## config.mk

```make
export PLATFORM = sky130hd
export DESIGN_NAME = ram_byte_loader
export DESIGN_NICKNAME = d
export VERILOG_FILES = /design/src/rtl/loader_pkg.sv /design/src/rtl/byte_packer.sv /design/src/rtl/ram_byte_loader.sv
export SDC_FILE = /design/constraint.sdc
export NUM_CORES = 1
export LEC_CHECK = 0
export ABC_AREA = 1
export CAP_MARGIN = 40
export CORE_MARGIN = 8
export CORE_UTILIZATION = 35
export DETAILED_ROUTE_END_ITERATION = 8
export DONT_BUFFER_PORTS = 1
export PLACE_DENSITY = 0.57
export SYNTH_ARGS = -nofsm -noshare
export SYNTH_HDL_FRONTEND = slang
export SYNTH_SLANG_ARGS = --single-unit
```

## constraint.sdc

```tcl
create_clock -name CLK -period 3.3 [get_ports CLK]
set_input_delay 0.33 -clock CLK [delete_from_list [all_inputs] [get_ports CLK]]
set_output_delay 0.33 -clock CLK [all_outputs]
set_load 0.02 [all_outputs]
```

## src/rtl/loader_pkg.sv

```systemverilog
// rtl/loader_pkg.sv - shared types and constants for the RAM byte loader
package loader_pkg;

  typedef enum logic [1:0] {
    IDLE    = 2'd0,
    COLLECT = 2'd1,
    WRITE   = 2'd2,
    FINISH  = 2'd3
  } state_t;

  localparam int ADDR_W_DEF     = 10;
  localparam int WORD_W         = 32;
  localparam int BYTES_PER_WORD = 4;
  localparam int LANE_W         = $clog2(BYTES_PER_WORD);

  // Little-endian lane insert: lane k occupies bits [8k+7:8k].
  function automatic logic [WORD_W-1:0] lane_insert(
    input logic [WORD_W-1:0] word,
    input logic [LANE_W-1:0] lane,
    input logic [7:0]        data
  );
    logic [WORD_W-1:0] wide;
    wide = {{(WORD_W-8){1'b0}}, data};
    return word | (wide << {lane, 3'b000});
  endfunction

endpackage

```

## src/rtl/byte_packer.sv

```systemverilog
// rtl/byte_packer.sv - lane counter and pack register for little-endian word assembly
module byte_packer
  import loader_pkg::*;
(
  input  logic              CLK,
  input  logic              RST,
  input  logic              clear,
  input  logic              load,
  input  logic [7:0]        data,
  output logic [WORD_W-1:0] word_next,
  output logic              full
);

  logic [LANE_W-1:0] lane;
  logic [WORD_W-1:0] word;

  // word_next is the word as it will look once the incoming byte lands
  assign word_next = lane_insert(word, lane, data);
  assign full      = (lane == LANE_W'(BYTES_PER_WORD - 1));

  always_ff @(posedge CLK or posedge RST) begin
    if (RST) begin
      lane <= '0;
      word <= '0;
    end else if (clear) begin
      lane <= '0;
      word <= '0;
    end else if (load) begin
      lane <= lane + LANE_W'(1);
      word <= word_next;
    end
  end

endmodule

```

## src/rtl/ram_byte_loader.sv

```systemverilog
// rtl/ram_byte_loader.sv - byte stream to 32-bit RAM word loader; optional LOADER_CHECKSUM_EN adds checksum port
module ram_byte_loader #(
  parameter int ADDR_W = loader_pkg::ADDR_W_DEF,
  parameter int WORD_W = loader_pkg::WORD_W
) (
  input  logic              CLK,
  input  logic              RST,
  input  logic              start,
  input  logic [ADDR_W-1:0] base_addr,
  input  logic [ADDR_W+1:0] num_bytes,
  input  logic              byte_valid,
  input  logic [7:0]        byte_data,
  output logic              byte_ready,
  output logic [ADDR_W-1:0] mem_addr,
  output logic [WORD_W-1:0] mem_data,
  output logic              mem_en,
  output logic              busy,
  output logic              done,
`ifdef LOADER_CHECKSUM_EN
  output logic [7:0]        checksum,
`endif
  output logic              wrap
);

  import loader_pkg::*;

  localparam int CNT_W = ADDR_W + 2;

  state_t            state;
  logic [CNT_W-1:0]  remaining;
  logic              accept;
  logic              last_byte;
  logic              pk_clear;
  logic              pk_full;
  logic [WORD_W-1:0] pk_word_next;

  assign accept    = (state == COLLECT) && byte_valid;
  assign last_byte = (remaining == CNT_W'(1));
  assign pk_clear  = (state == WRITE) || ((state == IDLE) && start);

  byte_packer u_packer (
    .CLK       (CLK),
    .RST       (RST),
    .clear     (pk_clear),
    .load      (accept),
    .data      (byte_data),
    .word_next (pk_word_next),
    .full      (pk_full)
  );

  // mem_addr doubles as the running address register
  always_ff @(posedge CLK or posedge RST) begin
    if (RST) begin
      state      <= IDLE;
      remaining  <= '0;
      byte_ready <= 1'b0;
      mem_addr   <= '0;
      mem_data   <= '0;
      mem_en     <= 1'b0;
      busy       <= 1'b0;
      done       <= 1'b0;
      wrap       <= 1'b0;
    end else begin
      case (state)
        IDLE: begin
          if (start) begin
            mem_addr  <= base_addr;
            remaining <= num_bytes;
            wrap      <= 1'b0;
            busy      <= 1'b1;
            if (num_bytes == '0) begin
              state <= FINISH;
              done  <= 1'b1;
            end else begin
              state      <= COLLECT;
              byte_ready <= 1'b1;
            end
          end
        end
        COLLECT: begin
          if (accept) begin
            remaining <= remaining - CNT_W'(1);
            if (pk_full || last_byte) begin
              state      <= WRITE;
              byte_ready <= 1'b0;
              mem_en     <= 1'b1;
              mem_data   <= pk_word_next;
            end
          end
        end
        WRITE: begin
          mem_en   <= 1'b0;
          mem_data <= '0;
          mem_addr <= mem_addr + ADDR_W'(1);
          if (&mem_addr) wrap <= 1'b1;
          if (remaining == '0) begin
            state <= FINISH;
            done  <= 1'b1;
          end else begin
            state      <= COLLECT;
            byte_ready <= 1'b1;
          end
        end
        FINISH: begin
          state <= IDLE;
          done  <= 1'b0;
          busy  <= 1'b0;
        end
        default: state <= IDLE;
      endcase
    end
  end

`ifdef LOADER_CHECKSUM_EN
  always_ff @(posedge CLK or posedge RST) begin
    if (RST)
      checksum <= '0;
    else if ((state == IDLE) && start)
      checksum <= '0;
    else if (accept)
      checksum <= checksum + byte_data;
  end
`endif

endmodule

```

==> results.py, run 1 <==
metrics = {
    "outcome": {
        "status": "complete, no violations",
    },
    "global_routing": {
        "grt_max_degree": 45,
        "track_usage_pct": 13.8,
        "grt-ovfl-total": 0,
        "antenna_found_initial": 0,
        "first_global_vias": 3643,
        "grt_pass1_wl_um": 19500,
    },
    "die": {
        "die_h_um": 132,
        "die_w_um": 132,
        "dieArea_um2": 17500,
        "ios": 81,
        "rows": 42,
        "start_util_pct": 35.8,
        "core-area_um2": 13200,
    },
    "timing": {
        "maxClockFrequency_mhz": 498,
        "whs_ps": 118,
        "tightest_slew_ps": 637,
        "slew_viol_final": 0,
        "totalNegativeSetupSlack_ps": 0,
        "worst_slack_ps": 1290,
        "fin_crit_sh_pct": 60.9,
        "min_period_ps": 2010,
        "finalHoldViolCount": 0,
        "setup_viol": 0,
        "relSlewSlack_pct": 57.5,
        "grt_setup_unrepaired": "no",
        "fin_skew_ps": 7.47,
    },
    "detailed_routing": {
        "drc": 0,
        "viasPerCell": 4.88,
        "first_pass_iters": 4,
        "vias": 3643,
        "drt_iter0_markers": 254,
        "antenna_left": 0,
        "wl_um": 11800,
        "post_drt_wl_per_cell_um": 15.9,
    },
    "placement": {
        "gp_congestion": 0.770,
        "dp.cells": 729,
        "dp_hpwl_um": 8460,
        "dp_slack_ps": 1260,
        "placed_cell_area_um2": 4860,
        "io_buffer_count": 0,
    },
    "hold_path": {
        "hold_depth": 2,
        "hold-path-endpoint": "mem_addr[3]$_DFFE_PP0P_",
        "min_path_type": "in2reg",
        "min_from": "base_addr[3]",
    },
    "cells_and_area": {
        "multiInputGateArea_um2": 1860,
        "stdcell_area_um2": 5170,
        "n_fill_cell": 1389,
        "seqCellArea_um2": 2380,
        "stdcell_count": 746,
        "diodes": 0,
        "drive_gt1_share_pct": 10.7,
        "fin_nets": 604,
        "area_growth_pct": 8.83,
        "post-route-util_pct": 39.0,
    },
    "worst_setup_path": {
        "r2r_setup_slack_ps": 1290,
        "worstReg2RegEnd": "mem_data[7]$_DFFE_PP0P_",
        "critPathMaxFanout": 33,
        "worst_path_largest_cell_delay_ps": 750,
        "cpLargestDelayFamily": "flip-flops",
        "worstPathRequired_ps": 3560,
        "r2r_start": "u_packer.lane[0]$_DFFE_PP0P_",
        "cp_slowest_cell": "dfrtp_1",
        "cp-start-kind": "flip-flop",
        "reg2reg_depth": 5,
        "cp-end-kind": "flip-flop",
        "path_cells": "ha_1 > nor2_1 > nand2_2 > nand3_4 > o21ai_1",
        "critPathArrivalTime_ps": 2270,
        "critical_path_class": "reg2reg",
        "critPathBufInv": 0,
    },
    "clock_tree": {
        "htreeDepth": 3,
        "post_cts_resized": 0,
        "cts_tree": "yes",
        "cts_buffers": 9,
        "cts_root_buf": "clkbuf_16",
        "cts.sinks": 95,
        "clk_pin_slew_ps": 70,
        "insertion_delay_ps": 350,
        "cts_setup_buffers": 0,
        "cts_max_path_buffers": 2,
        "hold_buffers": 1,
    },
    "yosys": {
        "synth-async-reset-ratio_pct": 100,
        "synth-seq-cells": 95,
        "synth.net_count": 610,
        "syn_inst": 571,
        "avgSynthCellArea_um2": 8.31,
        "ys_seq_area_share_pct": 50.1,
        "ys.flop_type": "dfrtp_1",
        "yosysWarnings": 0,
        "yosysUniqueCellTypes": 34,
        "yosys.area.top_type": "dfrtp_1",
        "synth.cell_area_um2": 4750,
        "yosys-top-cells-area": "dfrtp_1 (50%), nand2_1 (11%), inv_1 (6.3%)",
        "synth-edff-count": 0,
        "synth_top_area_share_pct": 50.1,
    },
    "power": {
        "cellLeakagePower_nw": 2.46,
        "p_total_mw": 5.47,
        "power_density_nw_per_um2": 1060,
        "peakVddDrop_mv": 0.368,
    },
    "run": {
        "drv_cap": 0,
    },
}
==> worst max-delay path by stage <==
| stage | endpoint | startpoint | cells past startpoint | slack, ps |
|---|---|---|---|---|
| 3_3_place_gp | mem_data[26]$_DFFE_PP0P_ | u_packer.lane[0]$_DFFE_PP0P_ | 5 | 1300 |
| 5_1_grt | mem_data[26]$_DFFE_PP0P_ | u_packer.lane[0]$_DFFE_PP0P_ | 5 | 1070 |
| 3_5_place_dp | mem_data[25]$_DFFE_PP0P_ | u_packer.lane[0]$_DFFE_PP0P_ | 5 | 1260 |
| 6_report | mem_data[7]$_DFFE_PP0P_ | u_packer.lane[0]$_DFFE_PP0P_ | 5 | 1290 |
| 2_1_floorplan | busy$_DFFE_PP0P_ | RST | 1 | 490 |
| 4_1_cts | mem_data[25]$_DFFE_PP0P_ | u_packer.lane[0]$_DFFE_PP0P_ | 5 | 1240 |
==> cells by family (layout without fill, tap and decap cells) <==
group	Yosys count	count (layout)	share of synthesized area, %
adder cells (fa/ha/maj)	5	5	1.32
flip-flops	95	95	50.1
AND/OR/NAND/NOR	224	224	20.4
AO/OA/AOI/OAI	134	134	17.2
XOR/XNOR	2	2	0.369
buffers and inverters	111	110	10.6
==> layout by cell type (no fill, tap or decap), drive strengths merged, types with 2 or more instances in the layout <==
master and count:
dfrtp 95, nand2 143, nand3b 2, nor2 42
ha 5, nor3 2, buf 5, clkbuf 10
nand3 32, or2 2, o22ai 26, clkinv 5
xor2 2, a21oi 6, o21bai 2, o211ai 4
a31oi 10, o21ai 84, inv 88
==> synthesized netlist by cell type, types with 5 or more instances <==
master and count:
o21ai_2 20, nand2_1 138, buf_2 7, nand3_1 31, inv_1 80, a21oi_1 6
nor2_1 38, buf_6 8, a31oi_1 10, o21ai_1 23, inv_2 5, ha_1 5
dfrtp_1 95, o22ai_1 26, o21ai_0 41
==> flip-flops by register name (all words and copies together) (netlist names) <==
signal,count
mem_addr,10
byte_ready,1
busy,1
done,1
remaining,12
u_packer.lane,2
state,2
wrap,1
mem_data,32
u_packer.word,32
mem_en,1
==> report_power, final <==
part           leakage, nW  internal (mW)  total, mW  switching (mW)
clock                0.147          0.593       1.05           0.460
combinational         1.12          0.686       2.03            1.34
sequential            1.20           1.66       2.39           0.729
==> routing by layer <==
metal | track usage (%) | up-vias | wire, µm
li1 | - | 1834 | -
met1 | 16.8 | 1717 | 5070
met2 | 22.2 | 79 | 5740
met3 | 5.83 | 13 | 900
met4 | 3.53 | 0 | 134
met5 | 0 | - | 0
==> cell type report <==
| type | instances | share of cell area, % |
|---|---|---|
| inverters | 88 | 6.54 |
| flip-flops and latches | 95 | 46.0 |
| multi-input cells | 365 | 36.1 |
| clock buffers | 10 | 4.43 |
| clock inverters | 6 | 1.36 |
| well taps | 176 | 4.26 |
| repair buffers | 6 | 1.31 |
Power figures use the tool's default switching activity.
==> run 2: changes to the inputs <==
==> constraint.sdc (replaced) <==
create_clock -name CLK -period 2 [get_ports CLK]
set_input_delay 0.2 -clock CLK [delete_from_list [all_inputs] [get_ports CLK]]
set_output_delay 0.2 -clock CLK [all_outputs]
set_load 0.02 [all_outputs]
==> run 2 against run 1 <==
Cell count grew 1.5%. Via count grew 2.9%. Fmax grew 20%. Combinational power grew 79%. Largest cell class unchanged. Die area is the same. Largest power group unchanged. Clock power grew 51%. Sequential share of layout area shrank 0.65 points. Worst setup slack lost 970 ps. Register-to-register slack lost 970 ps.
==> results.py, run 2 (synthesis gave the netlist of run 1 again) <==
metrics = {
    "timing": {
        "slew_viol_final": 0,
        "grt_setup_unrepaired": "no",
        "fin_skew_ps": 8.58,
        "totalNegativeSetupSlack_ps": 0,
        "relSlewSlack_pct": 60.4,
        "tightest_slew_ps": 593,
        "setup_viol": 0,
        "maxClockFrequency_mhz": 596,
        "whs_ps": 17.8,
        "finalHoldViolCount": 0,
        "min_period_ps": 1680,
        "fin_crit_sh_pct": 83.9,
    },
    "placement": {
        "io_buffer_count": 0,
        "dp.cells": 737,
        "dp_hpwl_um": 8690,
        "gp_congestion": 0.822,
    },
    "clock_tree": {
        "cts_setup_buffers": 0,
        "cts_tree": "yes",
        "cts.sinks": 95,
        "post_cts_resized": 0,
        "clk_pin_slew_ps": 60,
        "htreeDepth": 3,
        "insertion_delay_ps": 350,
        "cts_max_path_buffers": 2,
        "cts_root_buf": "clkbuf_16",
        "cts_buffers": 9,
    },
    "global_routing": {
        "grt-ovfl-total": 0,
        "antenna_found_initial": 0,
        "grt_pass1_wl_um": 20200,
        "grt_max_degree": 54,
        "track_usage_pct": 14.4,
        "first_global_vias": 3734,
    },
    "power": {
        "power_density_nw_per_um2": 1730,
        "p_total_mw": 9.04,
        "cellLeakagePower_nw": 2.49,
        "peakVddDrop_mv": 0.814,
    },
    "cells_and_area": {
        "layout_commonest_cell": "nand2_1",
        "drive_gt1_share_pct": 11.5,
        "reg.largest.list": "mem_data: 32 flops, u_packer.word: 32 flops, remaining: 12 flops",
        "area_growth_pct": 10.4,
        "final_cell_mix": "nand2_1 (138), dfrtp_1 (95), inv_1 (79)",
        "diodes": 0,
        "stdcell_count": 757,
        "fin_nets": 616,
    },
    "die": {
        "core-area_um2": 13200,
        "die_w_um": 132,
        "rows": 42,
        "die_h_um": 132,
        "start_util_pct": 35.8,
        "ios": 81,
        "dieArea_um2": 17500,
    },
    "worst_setup_path": {
        "r2r_start": "remaining[6]$_DFFE_PP0P_",
        "cpLargestDelayFamily": "simple AND/OR/NAND/NOR gates",
        "critPathBufInv": 1,
        "reg2reg_depth": 8,
        "worstPathRequired_ps": 2280,
        "worstSetupEndpoint": "mem_data[7]$_DFFE_PP0P_",
        "cp_slowest_cell": "dfrtp_1",
        "cp-end-kind": "flip-flop",
        "startpoint": "remaining[6]$_DFFE_PP0P_",
        "cp-start-kind": "flip-flop",
        "critPathMaxFanout": 19,
        "worstReg2RegEnd": "mem_data[7]$_DFFE_PP0P_",
        "critPathArrivalTime_ps": 1950,
        "path_cells": "nor2_1 > nand2_1 > nor2_1 > nand2_1 > nand2_2 > nand3_4 > buf_12 > o21ai_1",
        "worst_path_largest_cell_delay_ps": 390,
        "critical_path_class": "reg2reg",
        "r2r_setup_slack_ps": 320,
        "cp_num_cells": 8,
    },
    "detailed_routing": {
        "post_drt_wl_per_cell_um": 15.8,
        "antenna_left": 0,
        "drc": 0,
        "drt_iter0_markers": 277,
        "viasPerCell": 4.95,
        "first_pass_iters": 5,
        "wl_um": 12000,
        "vias": 3749,
    },
    "run": {
        "drv_cap": 0,
    },
    "hold_path": {
        "min_path_type": "in2reg",
    },
    "outcome": {
        "status": "complete, no violations",
    },
}
==> run 2: layout make-up <==
cell class | instances | area, µm²
fillers | 1356 | 8000
flip-flops and latches | 95 | 2380
multi-input cells | 365 | 1860
inverters | 88 | 339
clock buffers | 11 | 233
well taps | 176 | 220
repair buffers | 18 | 173
clock inverters | 4 | 33.8
==> run 2: worst min-delay path by stage <==
stage / start / to / slack [ps] / depth (start not counted)
floorplan: base_addr[3] / mem_addr[3]$_DFFE_PP0P_ / 330 / 2
global placement: RST / remaining[7]$_DFFE_PP0P_ / 160 / 1
detailed placement: RST / remaining[7]$_DFFE_PP0P_ / 160 / 1
CTS: base_addr[6] / mem_addr[6]$_DFFE_PP0P_ / 8 / 2
global route: base_addr[6] / mem_addr[6]$_DFFE_PP0P_ / 30 / 2
finish: base_addr[6] / mem_addr[6]$_DFFE_PP0P_ / 20 / 2
==> run 2: layer usage <==
layer / track usage [%] / wire (µm) / share of wire, %
met4: 3.22 / 87 / 0.73
met5: 0 / 0 / 0
met3: 6.43 / 1090 / 9.1
met1: 16.9 / 4950 / 41
met2: 23.6 / 5860 / 49
==> run 2: power breakdown <==
group          internal (mW)  leakage, nW  switching, mW
combinational           1.26         1.17           2.37
sequential              2.74         1.20           1.08
clock                  0.844        0.126          0.744
==> run 2: through the flow <==
stage / worst slack [ps] / cell area, µm² / util (%)
2_1_floorplan: 497 / 4750 / -
3_3_place_gp: 314 / 4920 / 37.2
3_5_place_dp: 297 / 4920 / 37.2
4_1_cts: 292 / 5240 / 39.6
5_1_grt: 112 / 5240 / 39.6
6_report: 323 / 5240 / 39.6
==> run 2: repair_timing <==
action | CTS | global route
hold buffers | 5 | 0
setup endpoints to repair | 0 | 0
endpoints found under the hold margin | 26 | 0
==> run 3: changes to the inputs <==
--- a/config.mk
+++ b/config.mk
@@ -11,7 +11,7 @@
 export CORE_UTILIZATION = 35
 export DETAILED_ROUTE_END_ITERATION = 8
 export DONT_BUFFER_PORTS = 1
-export PLACE_DENSITY = 0.57
+export PLACE_DENSITY = 0.59
 export SYNTH_ARGS = -nofsm -noshare
 export SYNTH_HDL_FRONTEND = slang
 export SYNTH_SLANG_ARGS = --single-unit
==> constraint.sdc (replaced) <==
create_clock -name CLK -period 1.5 [get_ports CLK]
set_input_delay 0.15 -clock CLK [delete_from_list [all_inputs] [get_ports CLK]]
set_output_delay 0.15 -clock CLK [all_outputs]
set_load 0.02 [all_outputs]
==> run 3 against run 2 <==
Global-route usage is essentially flat. Highest routed layer unchanged. Power rose by 50%. Cell area increased by 11%. Cell count increased by 5.3%. Critical path type unchanged. Hold slack got worse by 7.6 ps. Clock power rose by 51%. Sequential share of layout area down 4.4 points. Worst setup slack got worse by 280 ps. Utilization grew 4.3 points.
==> results.py, run 3 (synthesis gave the netlist of run 1 again) <==
metrics = {
    "cells_and_area": {
        "diodes": 0,
        "fin_nets": 655,
        "final_cell_mix": "nand2_1 (127), dfrtp_1 (93), inv_1 (76)",
        "post-route-util_pct": 43.8,
        "stdcell_area_um2": 5810,
        "layout_commonest_cell": "nand2_1",
        "area_growth_pct": 22.3,
        "reg.largest.list": "mem_data: 32 flops, u_packer.word: 32 flops, remaining: 12 flops",
        "drive_gt1_share_pct": 23.3,
        "stdcell_count": 797,
    },
    "worst_setup_path": {
        "r2r_start": "remaining[1]$_DFFE_PP0P_",
        "path_cells": "inv_2 > ha_1 > inv_1 > nor2_2 > nand2_1 > nand2_2 > nand3_4 > buf_12 > o21ai_1",
        "worstPathRequired_ps": 1770,
        "startpoint": "remaining[1]$_DFFE_PP0P_",
        "critPathBufInv": 3,
        "cp-end-kind": "flip-flop",
        "cpLargestDelayFamily": "simple AND/OR/NAND/NOR gates",
        "worst_path_largest_cell_delay_ps": 400,
        "critical_path_class": "reg2reg",
        "critPathMaxFanout": 20,
        "cp_slowest_cell": "dfrtp_1",
        "cp-start-kind": "flip-flop",
        "critPathArrivalTime_ps": 1730,
    },
    "die": {
        "rows": 42,
        "start_util_pct": 35.8,
        "ios": 81,
        "dieArea_um2": 17500,
        "die_w_um": 132,
        "die_h_um": 132,
        "core-area_um2": 13200,
    },
    "global_routing": {
        "grt_max_degree": 73,
        "grt_pass1_wl_um": 20600,
        "first_global_vias": 3921,
        "antenna_found_initial": 0,
        "track_usage_pct": 14.3,
        "grt-ovfl-total": 0,
    },
    "hold_path": {
        "min_from": "num_bytes[3]",
        "min_path_type": "in2reg",
    },
    "clock_tree": {
        "clk_pin_slew_ps": 70,
        "insertion_delay_ps": 350,
        "cts_root_buf": "clkbuf_16",
        "cts_tree": "yes",
        "cts.sinks": 95,
        "cts_max_path_buffers": 2,
        "cts_buffers": 9,
        "htreeDepth": 3,
    },
    "detailed_routing": {
        "antenna_left": 0,
        "first_pass_iters": 7,
        "drc": 0,
        "wl_um": 12500,
        "met2_length_um": 6000,
        "viasPerCell": 4.97,
        "top_layer": "met4",
        "vias": 3959,
        "drt_iter0_markers": 259,
        "post_drt_wl_per_cell_um": 15.6,
        "wl_met3_um": 1180,
        "wl_met1_um": 5200,
    },
    "power": {
        "sw_frac_of_total_pct": 44.9,
        "pwr-share-clk_pct": 17.7,
        "p_int_mw": 7.50,
        "power_frac_comb_pct": 45.5,
        "power.switching_mw": 6.11,
        "peakVddDrop_mv": 0.856,
        "power_density_nw_per_um2": 2340,
        "power_frac_seq_pct": 36.8,
        "cellLeakagePower_nw": 2.74,
    },
    "placement": {
        "dp_hpwl_um": 8930,
        "dp.cells": 767,
        "placed_cell_area_um2": 5190,
        "dp_slack_ps": -54.3,
        "gp_congestion": 0.858,
        "io_buffer_count": 0,
    },
    "timing": {
        "finalHoldViolCount": 0,
        "tightest_slew_ps": 416,
        "relSlewSlack_pct": 72.2,
        "fin_crit_sh_pct": 97.5,
        "setup_viol": 0,
        "min_period_ps": 1460,
        "grt_setup_unrepaired": "yes",
        "worst_slack_ps": 38.0,
        "fin_skew_ps": 9.36,
        "slew_viol_final": 0,
        "totalNegativeSetupSlack_ps": 0,
        "maxClockFrequency_mhz": 684,
    },
    "outcome": {
        "status": "complete, no violations",
    },
    "run": {
        "drv_cap": 0,
    },
}
run 3: changes by cell type in the layout (fill, tap and decap cells not counted), moves of 5 or more:
cell / before / now
buf_4: 11 / 42
nand2_1: 138 / 127
nand2_2: 4 / 15
nor2_1: 38 / 27
nor2_2: 0 / 7
o21ai_0: 41 / 36
run 3: layout make-up:
class | count | area, µm²
Clock inverter | 6 | 73.8
Fill cell | 1323 | 7440
Multi-Input combinational cell | 365 | 2020
Clock buffer | 10 | 239
Timing Repair Buffer | 57 | 528
Inverter | 88 | 349
Sequential cell | 95 | 2380
Tap cell | 176 | 220
run 3: worst reg2reg max path, stage by stage (launching register included):
cell	delay [ps]
dfrtp_1	400
inv_2	70
ha_1	130
inv_1	50
nor2_2	100
nand2_1	80
nand2_2	130
nand3_4	120
buf_12	190
o21ai_1	130
run 3: worst paths after layout:
check,to,slack [ps],cells after the start
min in group asynchronous,remaining[7]$_DFFE_PP0P_,210,2
max in group asynchronous,mem_addr[0]$_DFFE_PP0P_,610,3
worst min register to register,remaining[10]$_DFFE_PP0P_,500,2
worst max-delay path,mem_data[9]$_DFFE_PP0P_,40,9
worst max register to register,mem_data[9]$_DFFE_PP0P_,40,9
worst min-delay path,remaining[3]$_DFFE_PP0P_,10,2
run 3: layer usage:
layer	vias to the layer above	track usage, %
li1	1937	-
met5	-	0
met3	9	6.66
met1	1909	17.2
met4	0	2.46
met2	104	23.3
run 3: what timing repair did:
item                                    4_1_cts  5_1_grt
cloned                                        0        0
endpoints found under the setup margin       45       62
hold endpoints to repair                    101        0
hold buffers                                  7        0
pin swaps                                     0       10
buffers inserted                              0        7
resized for setup                             6       49
run 3: power groups by stage:
stage	registers [mW]	logic [mW]	clock network (mW)
after global routing	5.18	6.95	2.58
after floorplan	4.93	3.99	0
after global placement	4.97	5.54	0
after CTS	4.96	5.75	2.46
final	5.01	6.20	2.40
after detailed placement	5.00	5.67	0
run 3: stage by stage:
stage	total power [mW]	hold slack (ps)
after global routing	14.7	9.59
after detailed placement	10.7	-32.1
after CTS	13.2	2.55
final	13.6	10.1
after global placement	10.5	-38.2
after floorplan	8.92	277
